**src/rtl/reg_file_pkg.sv**
```systemverilog
// Shared defaults and types for the multi-port register file.
package reg_file_pkg;
   localparam int DATA_WL = 16;
   localparam int ADR_WL  = 4;
   localparam int REG_CNT = 16;

   typedef logic [DATA_WL-1:0] reg_data_t;
   typedef logic [ADR_WL-1:0]  reg_adr_t;

   localparam reg_data_t RST_VAL = 16'd10;
endpackage

```
**src/rtl/reg_file_mp_read_port.sv**
```systemverilog
// One asynchronous read port: storage lookup, ZERO_REG masking and,
// with REG_FILE_MP_BYPASS_EN defined, same-cycle write-to-read forwarding.
module reg_file_mp_read_port #(
   parameter int DATA_WL  = 16,
   parameter int ADR_WL   = 4,
   parameter int REG_CNT  = 16,
   parameter int ZERO_REG = 0
) (
   input  logic [ADR_WL-1:0]               adr,
   input  logic [REG_CNT-1:0][DATA_WL-1:0] mem,
   input  logic [REG_CNT-1:0]              busy,
   input  logic                            w0_we,
   input  logic [ADR_WL-1:0]               w0_adr,
   input  logic [DATA_WL-1:0]              w0_data,
   input  logic                            w1_we,
   input  logic [ADR_WL-1:0]               w1_adr,
   input  logic [DATA_WL-1:0]              w1_data,
   input  logic                            rsv,
   input  logic [ADR_WL-1:0]               rsv_adr,
   output logic [DATA_WL-1:0]              data,
   output logic                            bsy
);

`ifndef REG_FILE_MP_BYPASS_EN
   // Write and reserve inputs only matter when forwarding is built in.
   logic unused_wr;
   assign unused_wr = ^{w0_we, w0_adr, w0_data, w1_we, w1_adr, w1_data, rsv, rsv_adr};
`endif

   // Stored value, optionally overridden by an in-flight write (W1 wins), then zero-masked.
   always_comb begin
      data = mem[adr];
      bsy  = busy[adr];
`ifdef REG_FILE_MP_BYPASS_EN
      if (w1_we && w1_adr == adr) begin
         data = w1_data;
         bsy  = rsv && rsv_adr == adr;
      end else if (w0_we && w0_adr == adr) begin
         data = w0_data;
         bsy  = rsv && rsv_adr == adr;
      end
`endif
      if (ZERO_REG != 0 && adr == '0) begin
         data = '0;
         bsy  = 1'b0;
      end
   end

endmodule

```
**src/rtl/reg_file_mp.sv**
```systemverilog
// Two-read / two-write register file with per-register busy scoreboard.
// Optional build macro: REG_FILE_MP_BYPASS_EN (same-cycle write-to-read forwarding).
module reg_file_mp
   import reg_file_pkg::*;
#(
   parameter int                 DATA_WL  = reg_file_pkg::DATA_WL,
   parameter int                 ADR_WL   = reg_file_pkg::ADR_WL,
   parameter int                 REG_CNT  = reg_file_pkg::REG_CNT,
   parameter logic [DATA_WL-1:0] RST_VAL  = reg_file_pkg::RST_VAL,
   parameter int                 ZERO_REG = 0
) (
   input  logic               clk,
   input  logic               a_reset_l,
   input  logic [ADR_WL-1:0]  a_adr_in,
   input  logic [ADR_WL-1:0]  b_adr_in,
   output logic [DATA_WL-1:0] reg_a_out,
   output logic [DATA_WL-1:0] reg_b_out,
   output logic               a_busy,
   output logic               b_busy,
   input  logic               w0_we,
   input  logic [ADR_WL-1:0]  w0_adr_in,
   input  logic [DATA_WL-1:0] w0_data_in,
   input  logic               w1_we,
   input  logic [ADR_WL-1:0]  w1_adr_in,
   input  logic [DATA_WL-1:0] w1_data_in,
   input  logic               rsv,
   input  logic [ADR_WL-1:0]  rsv_adr_in
);

   localparam int NUM_RD = 2;

   logic [REG_CNT-1:0][DATA_WL-1:0] mem;
   logic [REG_CNT-1:0]              busy;
   logic [REG_CNT-1:0]              w0_hit, w1_hit, rsv_hit;

   // Per-register write/reserve decode; register 0 is never targeted when hardwired to zero.
   always_comb begin
      w0_hit  = '0;
      w1_hit  = '0;
      rsv_hit = '0;
      for (int r = 0; r < REG_CNT; r++) begin
         if (ZERO_REG == 0 || r != 0) begin
            w0_hit[r]  = w0_we && (w0_adr_in == ADR_WL'(r));
            w1_hit[r]  = w1_we && (w1_adr_in == ADR_WL'(r));
            rsv_hit[r] = rsv && (rsv_adr_in == ADR_WL'(r));
         end
      end
   end

   // Storage and scoreboard: W1 beats W0 on data, a new reservation beats a completing write.
   always_ff @(posedge clk or negedge a_reset_l) begin
      if (!a_reset_l) begin
         mem  <= {REG_CNT{RST_VAL}};
         busy <= '0;
      end else begin
         for (int r = 0; r < REG_CNT; r++) begin
            if (w1_hit[r])      mem[r] <= w1_data_in;
            else if (w0_hit[r]) mem[r] <= w0_data_in;

            if (rsv_hit[r])                  busy[r] <= 1'b1;
            else if (w0_hit[r] || w1_hit[r]) busy[r] <= 1'b0;
         end
      end
   end

   logic [NUM_RD-1:0][ADR_WL-1:0]  rd_adr;
   logic [NUM_RD-1:0][DATA_WL-1:0] rd_data;
   logic [NUM_RD-1:0]              rd_busy;

   assign rd_adr    = {b_adr_in, a_adr_in};
   assign reg_a_out = rd_data[0];
   assign reg_b_out = rd_data[1];
   assign a_busy    = rd_busy[0];
   assign b_busy    = rd_busy[1];

   for (genvar p = 0; p < NUM_RD; p++) begin : g_rd
      reg_file_mp_read_port #(
         .DATA_WL (DATA_WL),
         .ADR_WL  (ADR_WL),
         .REG_CNT (REG_CNT),
         .ZERO_REG(ZERO_REG)
      ) u_rd (
         .adr    (rd_adr[p]),
         .mem    (mem),
         .busy   (busy),
         .w0_we  (w0_we),
         .w0_adr (w0_adr_in),
         .w0_data(w0_data_in),
         .w1_we  (w1_we),
         .w1_adr (w1_adr_in),
         .w1_data(w1_data_in),
         .rsv    (rsv),
         .rsv_adr(rsv_adr_in),
         .data   (rd_data[p]),
         .bsy    (rd_busy[p])
      );
   end

endmodule

```
**config.mk**
```make
export PLATFORM = sky130hd
export DESIGN_NAME = reg_file_mp
export DESIGN_NICKNAME = d
export VERILOG_FILES = /design/src/rtl/reg_file_pkg.sv /design/src/rtl/reg_file_mp_read_port.sv /design/src/rtl/reg_file_mp.sv
export SDC_FILE = /design/constraint.sdc
export NUM_CORES = 1
export LEC_CHECK = 0
export BUFFER_PORTS_ARGS = -buffer_cell sky130_fd_sc_hd__buf_2
export CAP_MARGIN = 20
export CELL_PAD_IN_SITES_DETAIL_PLACEMENT = 1
export CELL_PAD_IN_SITES_GLOBAL_PLACEMENT = 1
export CORE_MARGIN = 2
export CORE_UTILIZATION = 45
export CTS_CLUSTER_DIAMETER = 200
export DETAILED_ROUTE_END_ITERATION = 10
export PLACE_DENSITY_LB_ADDON = 0.1
export SLEW_MARGIN = 20
export SYNTH_ARGS = -nofsm -noshare
export SYNTH_HDL_FRONTEND = slang
export SYNTH_SLANG_ARGS = --single-unit
```
**constraint.sdc**
```tcl
create_clock -name clk -period 3.1 [get_ports clk]
set_input_delay 0 -clock clk [delete_from_list [all_inputs] [get_ports clk]]
set_output_delay 0 -clock clk [all_outputs]
set_load 0.02 [all_outputs]
```
* Yosys cells after proc, flatten, opt, wreduce, memory -nomap -nowiden *
Cells that the tools add are included.

operators by class
  $lt $le $gt $ge = 2
  eq/ne operators = 45
  muxes and demuxes = 72
  reduce and logical (&&, ||, !) cells = 99

operators with widths
  operator            count
  $mux 16             34
  $bmux 16 s4         2
  $eq 4x4->1 const B  24
  $reduce_bool 2->1   32
  $eq 4x3->1 const B  12
  $logic_and 1x1->1   48
  $mux 1              34
  $eq 4x2->1 const B  6
  $logic_or 1x1->1    16
  $eq 4x1->1 const B  3
  $logic_not 4->1     3
  $lt 4x5->1 const B  2
  $bmux 1 s4          2

word-level totals
  register bits after elaboration = 272
  input port bits = 57
  output and inout port bits = 34
  word-level logic and storage cells = 250

* Logic depth before layout (Yosys ltp) *
Gate-level depths: netlist (run 1).

  word-level depth = 5
  depth in mapped cells = 7
  gate-level depth less buffers = 3

* Cells and area by module *
Synthesis (run 1) repeated with hierarchy kept, for this count alone.

unflattened totals
  cells, all modules = 1954
  area total of the unflattened synthesis = 18028.5 µm²

by module, submodules not included
  module                 times used  cells an instance  area each (µm²)
  reg_file_mp            1           1662               13992.2
  reg_file_mp_read_port  2           146                2018.2

* Worst setup path before layout (run 1) *
Ideal clock, no wire load.

  path kind = input to output
  from = in b_adr_in[0]
  to = out reg_b_out[0]
  arrival = 1.435 ns
  required time = 3.100 ns
  slack = 1.665 ns
  stages on the path = 6
  buffers on the path = 3
  cells stage by stage = buf_2 buf_4 buf_2 mux4_2 a22oi_1 nand2_1

between the ends
  word-level cells in the longest chain between the ends = 2

RTL lines
  what                           RTL line                     RTL
  start, declared                reg_file_mp.sv:15            input logic [ADR_WL-1:0] b_adr_in,
  $bmux 16 s4                    reg_file_mp_read_port.sv:32  data = mem[adr];
  $mux 16 (implied by the code)  reg_file_mp_read_port.sv:32
  end, declared                  reg_file_mp.sv:17            output logic [DATA_WL-1:0] reg_b_out,

Every way passes these cells. The select of a mux whose other input is x is not followed.

* Final worst setup path (run 1) *
  from = reg mem[56] in the netlist's numbering
  to = out reg_b_out[8]

between the ends
  word-level cells in the longest chain between the ends = 2

RTL lines
  what                             RTL line                     RTL
  start, declared                  reg_file_mp.sv:32            logic [REG_CNT-1:0][DATA_WL-1:0] mem;
  start signal, assigned           reg_file_mp.sv:53            mem <= {REG_CNT{RST_VAL}};
  start signal, assigned by index  reg_file_mp.sv:57            if (w1_hit[r]) mem[r] <= w1_data_in;
  start signal, assigned by index  reg_file_mp.sv:58            else if (w0_hit[r]) mem[r] <= w0_data_in;
  $bmux 16 s4                      reg_file_mp_read_port.sv:32
  $mux 16 (implied by the code)    reg_file_mp_read_port.sv:32

Every way passes these cells. The select of a mux whose other input is x is not followed.

==> results of run 1 <==
-- cells by family after synthesis --
group                  synth area share [%]
AOI/OAI and AO/OA                      20.1
buffers and inverters                  7.34
and+or+nand+nor                        17.5
muxes                                  17.0
DFF                                    38.1
-- registers in the layout, indices dropped and copies added (netlist names) --
register	flops
mem	256
busy	16
-- per-stage QoR --
stage	util (%)	setup slack, ns	instances	hold slack [ns]	total power [mW]
3_5_place_dp	46.8	0.995	2311	0.0894	8.79
3_3_place_gp	46.8	0.991	2311	0.0929	8.62
4_1_cts	50.8	0.818	2413	0.000340	13.0
6_report	50.8	0.792	2421	0.0144	13.1
5_1_grt	50.8	0.813	2418	0.0240	13.6
2_1_floorplan	-	1.67	1944	-0.296	7.49
-- critical path, delay by kind of cell, from the launching register on --
kind / cells / cell delay [ns]
compound gates: 1 / 0.37
buf+inv: 1 / 0.23
flops: 1 / 0.40
mux: 1 / 0.47
simple gates: 1 / 0.27
-- final cells by class --
class | count | share of cell area, %
sequential | 272 | 34.1
tap | 525 | 3.27
antenna | 8 | 0.0996
inverter | 1 | 0.0187
clock buffer | 48 | 5.01
clock inverter | 9 | 0.473
timing repair buffer | 202 | 7.83
multi-input combinational | 1356 | 49.3
-- power groups by stage --
stage	clock network, mW	logic (mW)	registers (mW)
floorplan	0	2.55	4.94
global placement	0	3.44	5.18
detailed placement	0	3.55	5.24
CTS	4.17	3.65	5.20
global route	4.31	3.96	5.34
finish	4.16	3.72	5.23
-- how the worst max path moves through the flow --
stage                            from       endpoint  slack (ns)  cells past startpoint
after global placement    b_adr_in[0]  reg_b_out[14]        0.99                      6
after global routing          mem[56]   reg_b_out[8]        0.81                      4
after floorplan           b_adr_in[0]   reg_b_out[0]        1.67                      6
after detailed placement  b_adr_in[0]  reg_b_out[14]        0.99                      6
final                         mem[56]   reg_b_out[8]        0.79                      4
after CTS                     mem[40]   reg_b_out[8]        0.82                      4
-- cells in the final DEF (no fill, tap or decap), types with 3 or more instances in the layout --
| master | Yosys | final |
|---|---|---|
| dfstp_2 | 32 | 32 |
| a32o_1 | 16 | 16 |
| a31oi_1 | 246 | 246 |
| dlygate4sd3_1 | 0 | 45 |
| buf_4 | 2 | 59 |
| clkbuf_16 | 0 | 37 |
| nor3_1 | 257 | 257 |
| and2_1 | 4 | 3 |
| nand3_1 | 259 | 258 |
| diode_2 | 0 | 8 |
| a22oi_1 | 68 | 68 |
| buf_12 | 0 | 12 |
| a31oi_2 | 10 | 10 |
| mux4_2 | 136 | 136 |
| nand3b_1 | 6 | 6 |
| dfrtp_1 | 240 | 240 |
| nand2_1 | 53 | 51 |
| or2_1 | 5 | 3 |
| clkbuf_1 | 220 | 7 |
| buf_2 | 40 | 85 |
| or2_2 | 13 | 14 |
| o21ai_0 | 256 | 256 |
| nor2_1 | 6 | 3 |
| nand2b_2 | 0 | 4 |
| clkinv_2 | 0 | 7 |
| nor2b_2 | 0 | 4 |
| clkbuf_8 | 0 | 4 |
-- routing by layer --
metal  vias up  part of all wire, %  wire length, um  global-route usage (%)
met5         -                    0                0                       0
met4         0                  6.8             5940                    27.9
met3       374                   11             9460                    9.77
met2      1415                   45            39500                    64.9
met1      9515                   37            32900                    55.0
li1       7335                    -                -                       -
==> flow_metrics.tcl, run 1 <==
set metrics [dict create \
    die_area_um2 41600 \
    syn-num-nets 2001 \
    ys_top_cells_by_area "dfrtp_1 33%, mux4_2 17%, a31oi_1 8.6%" \
    drt_iter0_drc 2229 \
    powerDensity_nw_per_um2 652 \
    antenna_found_initial 7 \
    crit_path_max_incr_delay_ns 0.47 \
    worstHoldStart "w1_data_in[8]" \
    ir_drop_uv 364 \
    vias 18600 \
    reg2reg_depth 3 \
    crit_chain "mux4_2 > a22oi_1 > nand2_1 > buf_2" \
    start_util_pct 45.5 \
    critPathKind "reg2out" \
    clockBufferDepth 3 \
    htree_levels 2 \
    sw_frac_of_total_pct 33.9 \
    coreArea_um2 39500 \
    yosysMostFrequentCell "nand3_1" \
    status "complete, no violations" \
    ys_types 31 \
    drc 0 \
    required_ns 3.10 \
    synth_cells 1944 \
    wl_mm 87.8 \
    maxCapViolCount 0 \
    clkTransAtPathRegs_ns 0.06 \
    die_h_um 204 \
    finClkSkew_ns 0 \
    rr_endpoint "mem[243]" \
    ys_async_sr_fraction_pct 100 \
    timing.rr.start "mem[243]" \
    critical_path_arrival_ns 2.31 \
    post_dp_cell_area_um2 18500 \
    final-setup-viol-count 0 \
    drv_slew 0 \
    post-cts-setup-buffer-count 0 \
    power.leakage_nw 6.93 \
    first_pass_iters 5 \
    fin_tns_setup_ns 0 \
    critical_path.max_fanout 3 \
    synth_edf_count 0 \
    hold_violations 0 \
    holdBufCountCts 45 \
    layout-drive-gt1-share_pct 22.4 \
    pwr-share-clk_pct 31.7 \
    intPower_mw 8.66 \
    cts_root_buf "clkbuf_16" \
    tritoncts "built" \
    cts_resized 0 \
    grt_pass1_wl_mm 131 \
    hpwlAfterDp_mm 49.6 \
    rows 73 \
    cp_slowest_cell "mux4_2" \
    ys_ff_latch 272 \
    synth_commonest_cells "259 x nand3_1, 257 x nor3_1, 256 x o21ai_0" \
    synth_ff_type "dfrtp_1" \
    synth_warnings 0 \
    clkSinkCount 272 \
    fillers 4395 \
    die_w_um 204 \
    multiInputGateArea_um2 9900 \
    combPwrFrac_pct 28.4 \
    endpoint_kind "output port" \
    synth_top_area_cell "dfrtp_1" \
    p_seq_share_pct 39.9 \
    max_freq_ghz 0.433 \
    overflow 0 \
    ios 91 \
    routabilityCongestion 0.906 \
    synth_top_area_share_pct 33.4 \
    tightest_slew_ns 1.24 \
    critPathLaunchType "flop" \
    wl_per_cell_um 36.3 \
    min_path_type "in2reg" \
    port_buffers 90 \
    viasPerCell 7.70 \
    grt_pass1_vias 19500 \
    syn_area_um2 18000 \
    cts_made_buffers 35 \
    grt_max_degree 90 \
    slew_headroom_pct 17.2 \
    r2r_slack_ns 1.64 \
    clk_latency_ns 0.56 \
    holdPathEnd "mem[232]" \
    seqCellArea_um2 6850 \
    antenna_left 0 \
    min_delay_path_depth 3 \
    track_usage_pct 42.7 \
    final.period_utilization_pct 74.5 \
    grt_setup_unrepaired "false" \
    syn_avg_cell_area_um2 9.25 \
    final_area_um2 20100 \
    nets 1925 \
    layout-area-overhead-vs-synth_pct 11.8 \
    p_sw_mw 4.44 \
    yosysSeqAreaShare_pct 38.1 \
    period_needed_ns 2.31 \
]
No activity file was read; power rests on OpenSTA's default activity.
==> run 2: changes to the inputs <==
Settings changed: CORE_UTILIZATION 45 to 44.
Clock period 3.1 ns to 2.08 ns, I/O delays scaled along.
==> run 2 against run 1 <==
  * The flow now finishes with violations (negative setup slack)
  * Hold slack lost 0.0043 ns
  * Combinational power rose by 53%
  * Clock power grew 53%
  * Worst setup slack got worse by 0.80 ns
  * First-iteration DRC count is 0.90% higher
  * Critical path depth stayed put
  * Sequential power grew 50%
  * Highest routed layer is now met5
==> flow_metrics.tcl, run 2 (same netlist as run 1, synthesis figures left out) <==
set metrics [dict create \
    tritoncts "built" \
    period_needed_ns 2.09 \
    vias 18800 \
    die_h_um 206 \
    coreArea_um2 40600 \
    cp_top_family "multiplexers" \
    final_common_cell "nand3_1" \
    hpwlAfterDp_mm 50.0 \
    drc 0 \
    first_pass_iters 5 \
    post_dp_cell_area_um2 18900 \
    ios 91 \
    critical_path_arrival_ns 2.09 \
    critPathKind "reg2out" \
    clk_latency_ns 0.57 \
    antenna_left 0 \
    status "complete, but fails checks" \
    powerDensity_nw_per_um2 960 \
    grt_pass1_wl_mm 129 \
    nets 1964 \
    fin_ws_ns -0.0122 \
    track_usage_pct 41.5 \
    timing.rr.start "mem[19]" \
    crit_path_max_incr_delay_ns 0.49 \
    drt_iter0_drc 2249 \
    largestRegisters "mem (256), busy (16)" \
    top_register "mem" \
    rr_endpoint "mem[19]" \
    antenna_found_initial 8 \
    crit_chain "mux4_2 > a22oi_1 > nand2_1 > buf_2" \
    hold_violations 0 \
    grt_pass1_vias 19500 \
    max_freq_ghz 0.478 \
    tightest_slew_ns 0.793 \
    endpoint_kind "output port" \
    reg2reg_depth 3 \
    die_area_um2 42500 \
    worstHoldStart "w0_adr_in[0]" \
    cts_root_buf "clkbuf_16" \
    final-setup-viol-count 1 \
    die_w_um 206 \
    maxCapViolCount 0 \
    holdPathEnd "mem[229]" \
    largest_register_ffs 256 \
    min_delay_path_depth 4 \
    final_area_um2 20700 \
    layout-area-overhead-vs-synth_pct 15.3 \
    slew_headroom_pct 47.1 \
    viasPerCell 7.60 \
    layout-drive-gt1-share_pct 24.4 \
    routabilityCongestion 0.872 \
    ir_drop_uv 679 \
    critPathLaunchType "flop" \
    finClkSkew_ns 0 \
    grt_setup_unrepaired "true" \
    post-cts-setup-buffer-count 0 \
    wl_per_cell_um 35.1 \
    cts_made_buffers 35 \
    rows 74 \
    power.leakage_nw 7.18 \
    cp_slowest_cell "mux4_2" \
    fillers 4477 \
    port_buffers 90 \
    clkTransAtPathRegs_ns 0.07 \
    overflow 0 \
    violations "negative setup slack" \
    min_path_type "in2reg" \
    drv_slew 0 \
    required_ns 2.08 \
    clkSinkCount 272 \
    r2r_slack_ns 0.62 \
    cp.depth 4 \
    worstSetupStartpoint "mem[54]" \
    layout_common_cells "258 x nand3_1, 257 x nor3_1, 256 x o21ai_0" \
    critical_path.max_fanout 3 \
    path_buf_inv 1 \
    grt_max_degree 76 \
    htree_levels 2 \
    clockBufferDepth 3 \
    hold_slack_ns 0.0101 \
    wl_mm 86.9 \
    start_util_pct 44.3 \
    final.period_utilization_pct 101 \
]
## run 2: cell types whose count changed in the layout (fill, tap and decap cells not counted), sizes merged
cell,delta
clkinv,-3
inv,+1
clkbuf,+7
buf,+28
dlygate4sd3,+11
## run 2: worst max path at each step
stage	endpoint	slack, ns
6_report	reg_a_out[6]	-0.01
5_1_grt	reg_a_out[5]	-0.006
4_1_cts	reg_b_out[14]	0.003
3_5_place_dp	reg_a_out[12]	0.29
3_3_place_gp	reg_a_out[12]	0.30
2_1_floorplan	reg_b_out[0]	0.65
## run 2: through the flow
stage	setup slack [ns]	utilization (%)	TNS, ns	total power, mW	cells
2_1_floorplan	0.645	-	0	11.2	1944
3_3_place_gp	0.296	46.6	0	12.9	2345
3_5_place_dp	0.290	46.6	0	13.2	2345
4_1_cts	0.00281	51.0	0	19.7	2464
5_1_grt	-0.00627	51.1	-0.00627	20.6	2469
6_report	-0.0122	51.1	-0.0122	19.9	2472
## run 2: power breakdown
| part | internal [mW] | total, mW | switching [mW] |
|---|---|---|---|
| clock | 3.76 | 6.38 | 2.62 |
| combinational | 2.69 | 5.70 | 3.01 |
| sequential | 6.73 | 7.83 | 1.10 |
## run 2: area by class of cell
class,instances,area [um^2],area share [%]
well taps,532,666,3.21
flip-flops and latches,272,6850,33.0
multi-input cells,1356,9970,48.1
repair buffers,241,2060,9.94
clock inverters,7,100,0.483
clock buffers,55,1060,5.12
inverters,1,3.75,0.0181
diodes,8,20.0,0.0966
## run 2: timing repair
action | in CTS | in global routing
hold buffers | 57 | 0
resized for setup | 13 | 10
hold endpoints to repair | 523 | 0
pin swaps | 2 | 5
endpoints found under the setup margin | 9 | 9
## run 2: worst register-to-register path, stage by stage, from the launching register on
cell and delay [ns]:
dfstp_2 0.54, o21ai_0 0.09, a31oi_1 0.20, dlygate4sd3_1 0.57
## run 2: metal layers
layer  vias to the layer above  GRT usage (%)  wire length (um)
met2                      1296           64.0             39800
met1                      9737           53.4             33000
met4                         2           23.0              4720
met5                         -              0                11
met3                       319           10.5              9350
li1                       7428              -                 -
==> run 3: changes to the inputs <==
Settings changed: CELL_PAD_IN_SITES_DETAIL_PLACEMENT 1 to unset, CELL_PAD_IN_SITES_GLOBAL_PLACEMENT 1 to unset, CORE_UTILIZATION 44 to 45, PLACE_DENSITY_LB_ADDON 0.1 to unset, SYNTH_HIERARCHICAL set to 1.
==> run 3 against run 2 <==
  * The flow now finishes without violations
  * Largest cell class unchanged
  * Register-to-register slack hardly changed
  * Power down 2.0%
  * Count of clock-buffer cells in the layout decreased by 2
  * Clock power down 2%
  * Utilization rose by 0.98 points
  * Sequential share of layout area up 0.13 points
  * Hold slack better by 0.0027 ns
  * Fmax up 0.88%
==> flow_metrics.tcl, run 3 <==
set metrics [dict create \
    post-cts-setup-buffer-count 0 \
    hold_violations 0 \
    period_needed_ns 2.07 \
    dpl.cell_count 2369 \
    critical_path.max_fanout 3 \
    nets 1990 \
    instances_no_fill 2487 \
    power.leakage_nw 7.39 \
    drc 0 \
    antenna_found_initial 4 \
    cp_slowest_cell "mux4_2" \
    track_usage_pct 40.7 \
    clkSinkCount 272 \
    htree_levels 2 \
    syn_area_um2 18000 \
    synth_cells 1954 \
    synth_warnings 6 \
    antenna_left 0 \
    coreArea_um2 39600 \
    wl_mm 84.7 \
    grt_setup_unrepaired "true" \
    endpoint_kind "output port" \
    clockBufferDepth 3 \
    powerDensity_nw_per_um2 945 \
    layout-area-overhead-vs-synth_pct 14.5 \
    grt_max_degree 90 \
    grt_pass1_wl_mm 124 \
    ios 91 \
    slew_headroom_pct 32.3 \
    maxCapViolCount 0 \
    clkTransAtPathRegs_ns 0.06 \
    cts_made_buffers 35 \
    drt_iter0_drc 3155 \
    status "complete, no violations" \
    synth_commonest_cells "256 x a31oi_1, 256 x nor3_1, 248 x o21ai_0" \
    tritoncts "built" \
    die_area_um2 41700 \
    ys_async_sr_fraction_pct 100 \
    wl_per_cell_um 34.1 \
    final-setup-viol-count 0 \
    viasPerCell 7.62 \
    crit_chain "mux4_2 > a22oi_1 > nand2_1 > buf_2" \
    fin_tns_setup_ns 0 \
    yosysSeqAreaShare_pct 38.0 \
    required_ns 2.08 \
    crit_path_max_incr_delay_ns 0.47 \
    ys_ff_latch 272 \
    largest_register_ffs 256 \
    hpwlAfterDp_mm 47.2 \
    finClkSkew_ns 0 \
    first_pass_iters 6 \
    ir_drop_uv 531 \
    final.period_utilization_pct 99.7 \
    largestRegisters "mem (256), busy (16)" \
    min_path_type "in2reg" \
    tightest_slew_ns 1.01 \
    hold_slack_ns 0.0127 \
    drv_slew 0 \
    start_util_pct 45.5 \
    critical_path_arrival_ns 2.07 \
    final_area_um2 20700 \
    max_freq_ghz 0.482 \
    grt_pass1_vias 18900 \
    clk_latency_ns 0.54 \
    synth_top_area_cell "dfrtp_1" \
    syn-num-nets 2011 \
    routabilityCongestion 0.895 \
    syn_avg_cell_area_um2 9.23 \
    die_w_um 204 \
    ys_top_cells_by_area "dfrtp_1 33%, mux4_2 16%, a31oi_1 8.9%" \
    rows 73 \
    fillers 3662 \
    critPathKind "reg2out" \
    die_h_um 204 \
    layout-drive-gt1-share_pct 22.3 \
    layout_common_cells "256 x nor3_1, 256 x a31oi_1, 248 x o21ai_0" \
    port_buffers 90 \
    critPathLaunchType "flop" \
    synth_edf_count 0 \
    ys_types 33 \
    vias 19000 \
    post_dp_cell_area_um2 18900 \
    synth_top_area_share_pct 33.3 \
    top_register "mem" \
    cts_root_buf "clkbuf_16" \
    overflow 0 \
    synth_ff_type "dfrtp_1" \
]
run 3: worst max-delay path: cells and delay by family, from the launching register on:
kind | cells | cell delay, ns
AOI/OAI and AO/OA | 1 | 0.24
buffers and inverters | 1 | 0.21
DFF | 1 | 0.40
muxes | 1 | 0.47
and+or+nand+nor | 1 | 0.20
run 3: kinds of logic (layout without fill, tap and decap cells):
kind of cell,Yosys count,after routing,share of synthesized area [%]
AO/OA/AOI/OAI,597,597,19.7
flip-flops,272,272,38.0
AND/OR/NAND/NOR,654,654,17.8
other,0,5,0
buffers and inverters,295,298,7.33
multiplexers,136,136,17.1
run 3: area by class of cell:
| type | instances | area (um^2) | share of cell area, % |
|---|---|---|---|
| multi-input cells | 1387 | 9950 | 48.2 |
| flip-flops and latches | 272 | 6850 | 33.2 |
| repair buffers | 237 | 2040 | 9.88 |
| clock buffers | 53 | 1060 | 5.11 |
| well taps | 525 | 657 | 3.18 |
| clock inverters | 8 | 92.6 | 0.448 |
| diodes | 5 | 12.5 | 0.0606 |
run 3: power by group:
| part | leakage [nW] | internal (mW) | switching, mW |
|---|---|---|---|
| logic | 3.63 | 2.56 | 2.89 |
| registers | 3.20 | 6.73 | 1.04 |
| clock network | 0.565 | 3.74 | 2.54 |
| total | 7.39 | 13.0 | 6.47 |
run 3: layer usage:
layer  part of all wire (%)  track usage, %
met1                     35            53.4
met2                     42            57.9
met3                     16            13.9
met4                    7.1            25.2
met5                  0.033               0
run 3: path summary, 6_finish.rpt:
check | from | slack [ns] | endpoint | cells past startpoint
worst max-delay path | mem[171] | 0.006 | reg_a_out[11] | 4
worst min-delay path | w1_data_in[11] | 0.01 | mem[91] | 3
worst max register to register | mem[129] | 0.63 | mem[129] | 3
worst min register to register | mem[67] | 0.52 | mem[67] | 2
max in group asynchronous | a_reset_l | 1.44 | mem[191] | 3
min in group asynchronous | a_reset_l | 0.08 | mem[40] | 3
run 3: stage by stage:
| stage | power, mW | util [%] | setup slack, ns |
|---|---|---|---|
| CTS | 19.3 | 52.0 | 0.0370 |
| finish | 19.5 | 52.1 | 0.00612 |
| global placement | 12.7 | 47.8 | 0.429 |
| detailed placement | 12.9 | 47.8 | 0.404 |
| global route | 20.2 | 52.1 | -0.000292 |
| floorplan | 11.1 | - | 0.760 |
run 3: timing repair:
action,CTS,global route
setup endpoints to repair,0,3
hold endpoints to repair,456,0
gates resized for setup,0,4
hold buffers,52,0
